### src/rtl/ccsds_ldpc_pkg.sv
// Shared types and sizing helpers for the CCSDS LDPC frame arbiter slice.
package ccsds_ldpc_pkg;

    typedef enum logic {
        IDLE   = 1'b0,
        STREAM = 1'b1
    } state_t;

    // Never returns less than 1 so the result can always size a vector.
    function automatic int unsigned clog2(input int unsigned value);
        int unsigned r_bits;
        r_bits = 0;
        while ((32'd1 << r_bits) < value) begin
            r_bits = r_bits + 1;
        end
        return (r_bits == 0) ? 1 : r_bits;
    endfunction

    function automatic int unsigned beats_in(input int unsigned k_bits, input int unsigned width);
        return k_bits / width;
    endfunction

endpackage

### src/rtl/ccsds_ldpc_id_fifo.sv
// Grant-ID FIFO: remembers which channel owns each frame inside the encoder.
module ccsds_ldpc_id_fifo
    import ccsds_ldpc_pkg::*;
#(
    parameter int unsigned WIDTH = 2,
    parameter int unsigned DEPTH = 4
) (
    input  logic             clk,
    input  logic             rst,
    input  logic             i_push,
    input  logic [WIDTH-1:0] i_data,
    input  logic             i_pop,
    output logic             o_full,
    output logic             o_empty,
    output logic [WIDTH-1:0] o_head
);

    localparam int unsigned PW = clog2(DEPTH);
    localparam int unsigned CW = clog2(DEPTH + 1);

    logic [WIDTH-1:0] r_mem [DEPTH];
    logic [PW-1:0]    r_wr_ptr;
    logic [PW-1:0]    r_rd_ptr;
    logic [CW-1:0]    r_count;
    logic             w_push;
    logic             w_pop;

    assign o_full  = (r_count == CW'(DEPTH));
    assign o_empty = (r_count == '0);
    assign o_head  = r_mem[r_rd_ptr];
    assign w_push  = i_push & ~o_full;
    assign w_pop   = i_pop & ~o_empty;

    function automatic logic [PW-1:0] next_ptr(input logic [PW-1:0] ptr);
        return (ptr == PW'(DEPTH - 1)) ? '0 : ptr + PW'(1);
    endfunction

    always_ff @(posedge clk or posedge rst) begin
        if (rst) begin
            for (int i = 0; i < DEPTH; i++) begin
                r_mem[i] <= '0;
            end
            r_wr_ptr <= '0;
            r_rd_ptr <= '0;
            r_count  <= '0;
        end else begin
            if (w_push) begin
                r_mem[r_wr_ptr] <= i_data;
                r_wr_ptr        <= next_ptr(r_wr_ptr);
            end
            if (w_pop) begin
                r_rd_ptr <= next_ptr(r_rd_ptr);
            end
            case ({w_push, w_pop})
                2'b10:   r_count <= r_count + CW'(1);
                2'b01:   r_count <= r_count - CW'(1);
                default: r_count <= r_count;
            endcase
        end
    end

endmodule

### src/rtl/ccsds_ldpc_frame_arbiter.sv
// Round-robin, frame-granular sharing of one LDPC encoder among CH_NUM streams;
// encoded frames are tagged with their source channel via a grant-ID FIFO.
module ccsds_ldpc_frame_arbiter
    import ccsds_ldpc_pkg::*;
#(
    parameter int unsigned CH_NUM   = 4,
    parameter int unsigned WIDTH    = 8,
    parameter int unsigned K_BITS   = 1024,
    parameter int unsigned ID_DEPTH = 4
) (
    input  logic                     clk,
    input  logic                     rst,
    input  logic [CH_NUM*WIDTH-1:0]  s_axis_tdata,
    input  logic [CH_NUM-1:0]        s_axis_tvalid,
    output logic [CH_NUM-1:0]        s_axis_tready,
    output logic [WIDTH-1:0]         enc_s_tdata,
    output logic                     enc_s_tvalid,
    input  logic                     enc_s_tready,
    input  logic [WIDTH-1:0]         enc_m_tdata,
    input  logic                     enc_m_tvalid,
    input  logic                     enc_m_tlast,
    output logic                     enc_m_tready,
    output logic [WIDTH-1:0]         m_axis_tdata,
    output logic                     m_axis_tvalid,
    output logic                     m_axis_tlast,
    output logic [clog2(CH_NUM)-1:0] m_axis_tdest,
    input  logic                     m_axis_tready,
    output logic                     err_orphan
);

    localparam int unsigned IDW      = clog2(CH_NUM);
    localparam int unsigned BEATS_IN = beats_in(K_BITS, WIDTH);
    localparam int unsigned CNTW     = clog2(BEATS_IN);

    state_t          r_state;
    state_t          w_state_d;
    logic [IDW-1:0]  r_grant_id;
    logic [IDW-1:0]  w_grant_id_d;
    logic [IDW-1:0]  r_rr_ptr;
    logic [IDW-1:0]  w_rr_ptr_d;
    logic [CNTW-1:0] r_beat_cnt;
    logic [CNTW-1:0] w_beat_cnt_d;
    logic            r_err_orphan;
    logic [IDW-1:0]  w_winner;
    logic [IDW-1:0]  w_idx;
    logic            w_found;
    logic            w_push;
    logic            w_pop;
    logic            w_full;
    logic            w_empty;

    // First requester at or above rr_ptr, wrapping modulo CH_NUM.
    always_comb begin
        w_found  = 1'b0;
        w_winner = '0;
        w_idx    = '0;
        for (int unsigned i = 0; i < CH_NUM; i++) begin
            w_idx = IDW'((32'(r_rr_ptr) + i) % CH_NUM);
            if (!w_found && s_axis_tvalid[w_idx]) begin
                w_found  = 1'b1;
                w_winner = w_idx;
            end
        end
    end

    always_comb begin
        w_state_d     = r_state;
        w_grant_id_d  = r_grant_id;
        w_rr_ptr_d    = r_rr_ptr;
        w_beat_cnt_d  = r_beat_cnt;
        w_push        = 1'b0;
        enc_s_tdata   = '0;
        enc_s_tvalid  = 1'b0;
        s_axis_tready = '0;
        case (r_state)
            IDLE: begin
                if (w_found && !w_full) begin
                    w_push       = 1'b1;
                    w_grant_id_d = w_winner;
                    w_beat_cnt_d = '0;
                    w_state_d    = STREAM;
                end
            end
            STREAM: begin
                enc_s_tdata               = s_axis_tdata[32'(r_grant_id) * WIDTH +: WIDTH];
                enc_s_tvalid              = s_axis_tvalid[r_grant_id];
                s_axis_tready[r_grant_id] = enc_s_tready;
                if (enc_s_tvalid && enc_s_tready) begin
                    if (r_beat_cnt == CNTW'(BEATS_IN - 1)) begin
                        w_rr_ptr_d = (r_grant_id == IDW'(CH_NUM - 1)) ? '0
                                                                      : r_grant_id + IDW'(1);
                        w_state_d  = IDLE;
                    end else begin
                        w_beat_cnt_d = r_beat_cnt + CNTW'(1);
                    end
                end
            end
            default: w_state_d = IDLE;
        endcase
    end

    always_ff @(posedge clk or posedge rst) begin
        if (rst) begin
            r_state      <= IDLE;
            r_grant_id   <= '0;
            r_rr_ptr     <= '0;
            r_beat_cnt   <= '0;
            r_err_orphan <= 1'b0;
        end else begin
            r_state    <= w_state_d;
            r_grant_id <= w_grant_id_d;
            r_rr_ptr   <= w_rr_ptr_d;
            r_beat_cnt <= w_beat_cnt_d;
            if (enc_m_tvalid && w_empty) begin
                r_err_orphan <= 1'b1;
            end
        end
    end

    // Output side is decoupled from the FSM; the FIFO head names the frame's owner.
    assign enc_m_tready  = m_axis_tready & ~w_empty;
    assign m_axis_tvalid = enc_m_tvalid & ~w_empty;
    assign m_axis_tdata  = enc_m_tdata;
    assign m_axis_tlast  = enc_m_tlast;
    assign w_pop         = enc_m_tvalid & enc_m_tready & enc_m_tlast;
    assign err_orphan    = r_err_orphan;

    ccsds_ldpc_id_fifo #(
        .WIDTH (IDW),
        .DEPTH (ID_DEPTH)
    ) u_id_fifo (
        .clk     (clk),
        .rst     (rst),
        .i_push  (w_push),
        .i_data  (w_winner),
        .i_pop   (w_pop),
        .o_full  (w_full),
        .o_empty (w_empty),
        .o_head  (m_axis_tdest)
    );

endmodule

### config.mk
export PLATFORM = sky130hd
export DESIGN_NAME = ccsds_ldpc_frame_arbiter
export DESIGN_NICKNAME = d
export VERILOG_FILES = /design/src/rtl/ccsds_ldpc_pkg.sv /design/src/rtl/ccsds_ldpc_id_fifo.sv /design/src/rtl/ccsds_ldpc_frame_arbiter.sv
export SDC_FILE = /design/constraint.sdc
export NUM_CORES = 1
export LEC_CHECK = 0
export CORE_UTILIZATION = 47
export CTS_CLUSTER_SIZE = 10
export DETAILED_ROUTE_END_ITERATION = 8
export PLACE_DENSITY = 0.87
export SYNTH_ARGS = -nofsm -noshare
export SYNTH_HDL_FRONTEND = slang
export SYNTH_HIERARCHICAL = 1
export SYNTH_SLANG_ARGS = --single-unit
### constraint.sdc
create_clock -name clk -period 4.15 [get_ports clk]
set_input_delay 0.83 -clock clk [delete_from_list [all_inputs] [get_ports clk]]
set_output_delay 0.83 -clock clk [all_outputs]
set_load 0.05 [all_outputs]
==> results.md <==
* Vias at ~1400
* Pwr Density at between 300 and 400 mW/mm^2
* WHS Path Cells at 1
* Post-Synth XOR/XNOR Area at 0.01823
* Critical path class: in -> out
* Post-DP HPWL at between 3000 and 4000 um
* Postcts setup bufs at 0
* Starting DRT DRC Count at 56
* Vias per cell at approximately 5.3
* Tot Pwr at 0.9076 mW
* Synth top area share at 0.3646
* Worst EP required at roughly 3300 ps
* Initial Util at 0.5059
* Commonest cells post-synth: 28 x dfrtp_1, 16 x mux2_2, 15 x inv_1, 15 x nor2_1
* Buffers on Ports at 60
* Clock Skew at roughly 1.9 ps
* Slew Limit Fails at 0
* Max Fanout on Critical Path at 6
* Share of layout cells above drive strength 1 at 0.1467
* Post-synth ARST share at 1.000
* Number of global-route vias before repair at between 1000 and 1500
* Die Span Y at between 60 and 70 um
* Clock-pin transition on the worst setup and hold timing paths at ~90 ps
* Slew headroom at 0.5097
* Tmin final at 3577 ps
* GRT Total Usage at 0.2023
* Syn_area_per_cell at 10.98 sq um
* Fraction of the mapped netlist area in compound gates at 0.07292
* Area delta synth->final at 32.10%
* Routed WL per cell at about 15 um
* Hold Vio Cnt, Final at 0
* DRC Markers at 0
* Most frequent cell after synthesis: dfrtp_1
* CP Data Arrival Time at between 2000 and 3000 ps
* Largest family of logic cells by synthesized area: multiplexers
* GRT Residual Overflow at 0
* Die width at roughly 66 um
* Number of synthesized flops with an enable pin at 0
* Antenna violations before repair at 0
* Setup Total Neg Slack at 0 ps
* Synthesized flop and latch total at 28
* Simple-gate area share of the yosys netlist at 0.1556
* Max_cap viols at 0
* Reg2Reg Depth at 10
* Antenna viol nets, final at 0
* Hold slack at 472.4 ps
* Top_reg_cell synth: dfrtp_1
* Diode count at 0
* Worst-Skew Late Latency at between 200 and 300 ps
* Mapped Cells at 175
* Ys Warns at 6
* Core area at 0.003799 sq mm
* Clock sink count at 28
* Placed cell area at around 0.0025 sq mm
* DIE AREA at ~0.0043 sq mm
* Fmax at about 0.28 GHz
* Drt pass-1 iters at 4
* Sequential cell area fraction in the yosys report at 0.3646
* Main area contributors after synthesis: dfrtp_1 36%, mux4_2 13%, mux2_2 9.4%, ha_1 7.2%, and2_1 3.6%
* Final core occ at 0.6683
* CP Capture Type: output port
* Status: finished clean
* Leading area contributor after synthesis: dfrtp_1
* Leakage at 1.104 nW
* Worst-Margin Slew at roughly 730 ps
* CTS tree: built
* Post-CTS sizing at 0
* CTS buffer count at 3
* # nets final at 289
* Core Rows at 22
* Worst vdd ir at around 0.0003 V
* Io pins at between 70 and 80
* Final wirelength at just under 4000 um
* Hold buffer count at cts at 0
* CTS Root Cell: clkbuf_8
* Largest net degree at the start of global routing at 19
* Final GP Congestion at a little under 0.8
* Post-synthesis cell type count at 35
* Worst Hold Class: reg -> reg
* Post-layout instance area at 0.002539 sq mm
* Tcrit/Tclk final at 0.8620
* RSZ-0062 raised after global routing: no
* Cell area after synthesis at about 0.0019 sq mm
* Mux cell area share after synthesis at 0.2331
* Maximum buffer depth of the clock tree at 2
* Adder-cell share of the synthesized area at 0.08203
* Startpoint types: primary input
* Final setup vio count at 0
* Synthesized Nets at 237
* H-tree Lvls at 1
* First-pass GRT wire length at around 6700 um
==> path summary, 6_finish.rpt <==
check,startpoint,to,slack (ps)
max,s_axis_tvalid[0],enc_s_tvalid,570
min,err_orphan$_DFFE_PP0P_,err_orphan$_DFFE_PP0P_,470
max reg2reg,u_id_fifo/r_count[0]$_DFFE_PP0P_,u_id_fifo/r_count[2]$_DFFE_PP0P_,1630
min reg2reg,err_orphan$_DFFE_PP0P_,err_orphan$_DFFE_PP0P_,470
max in group asynchronous,rst,u_id_fifo/r_mem[4]$_DFFE_PP0P_,2800
min in group asynchronous,rst,r_beat_cnt[1]$_DFFE_PP0P_,920
==> area by class of cell <==
cell class / count / area [sq um]
multi-input cells: 119 / 1080
inverters: 15 / 56.30
clock buffers: 3 / 41.29
well taps: 48 / 60.06
flip-flops and latches: 28 / 700.7
repair buffers: 60 / 600.6
fillers: 293 / 1260
==> per-layer routing <==
metal | vias to the layer above | share of wire | GRT usage
met3 | 6 | 0.038 | 0.03793
met4 | 0 | 0.0048 | 0.04255
met2 | 24 | 0.53 | 0.3763
met5 | - | 0 | 0
li1 | 705 | - | -
met1 | 706 | 0.43 | 0.2397
==> stage by stage <==
step	setup slack [ps]	std cells
finish	572.5	273
global route	537.2	273
CTS	567.6	273
detailed placement	569.3	270
global placement	585.1	270
floorplan	1156	175
==> kinds of logic after synthesis <==
| family | after synthesis |
|---|---|
| buffers and inverters | 28 |
| multiplexers | 29 |
| AO/OA/AOI/OAI | 19 |
| flip-flops | 28 |
| XOR/XNOR | 4 |
| AND/OR/NAND/NOR | 55 |
| adder cells (fa/ha/maj) | 12 |
==> cell usage in the layout, fill, tap and decap left out, types with 3 or more instances in the layout <==
master           synthesis  layout
mux4_2                  11      11
nand2_1                  9       9
dfrtp_1                 28      28
nand3_1                  5       5
inv_1                   15      15
and2_1                  11      11
and3_1                   5       5
clkbuf_8                 0       3
nor2_1                  15      15
clkdlybuf4s50_1          0      60
mux2_2                  16      16
ha_1                    11      11
o21ai_0                  4       4
a21oi_1                  5       5
==> state kept, by name, indices dropped and copies added (netlist names) <==
register            count
u_id_fifo/r_mem         8
r_beat_cnt              7
u_id_fifo/r_count       3
r_grant_id              2
r_rr_ptr                2
u_id_fifo/r_rd_ptr      2
u_id_fifo/r_wr_ptr      2
err_orphan              1
r_state                 1
==> worst max-delay path, stage by stage <==
cell and delay [ps]:
clkdlybuf4s50_1 490, mux4_2 550, and2_1 180, clkdlybuf4s50_1 690
==> power breakdown <==
part	internal, mW	switching (mW)	leakage [nW]
Clock	0.0650	0.0767	0.0216
Sequential	0.325	0.0699	0.361
Combinational	0.184	0.187	0.721
Power figures use the tool's default switching activity.
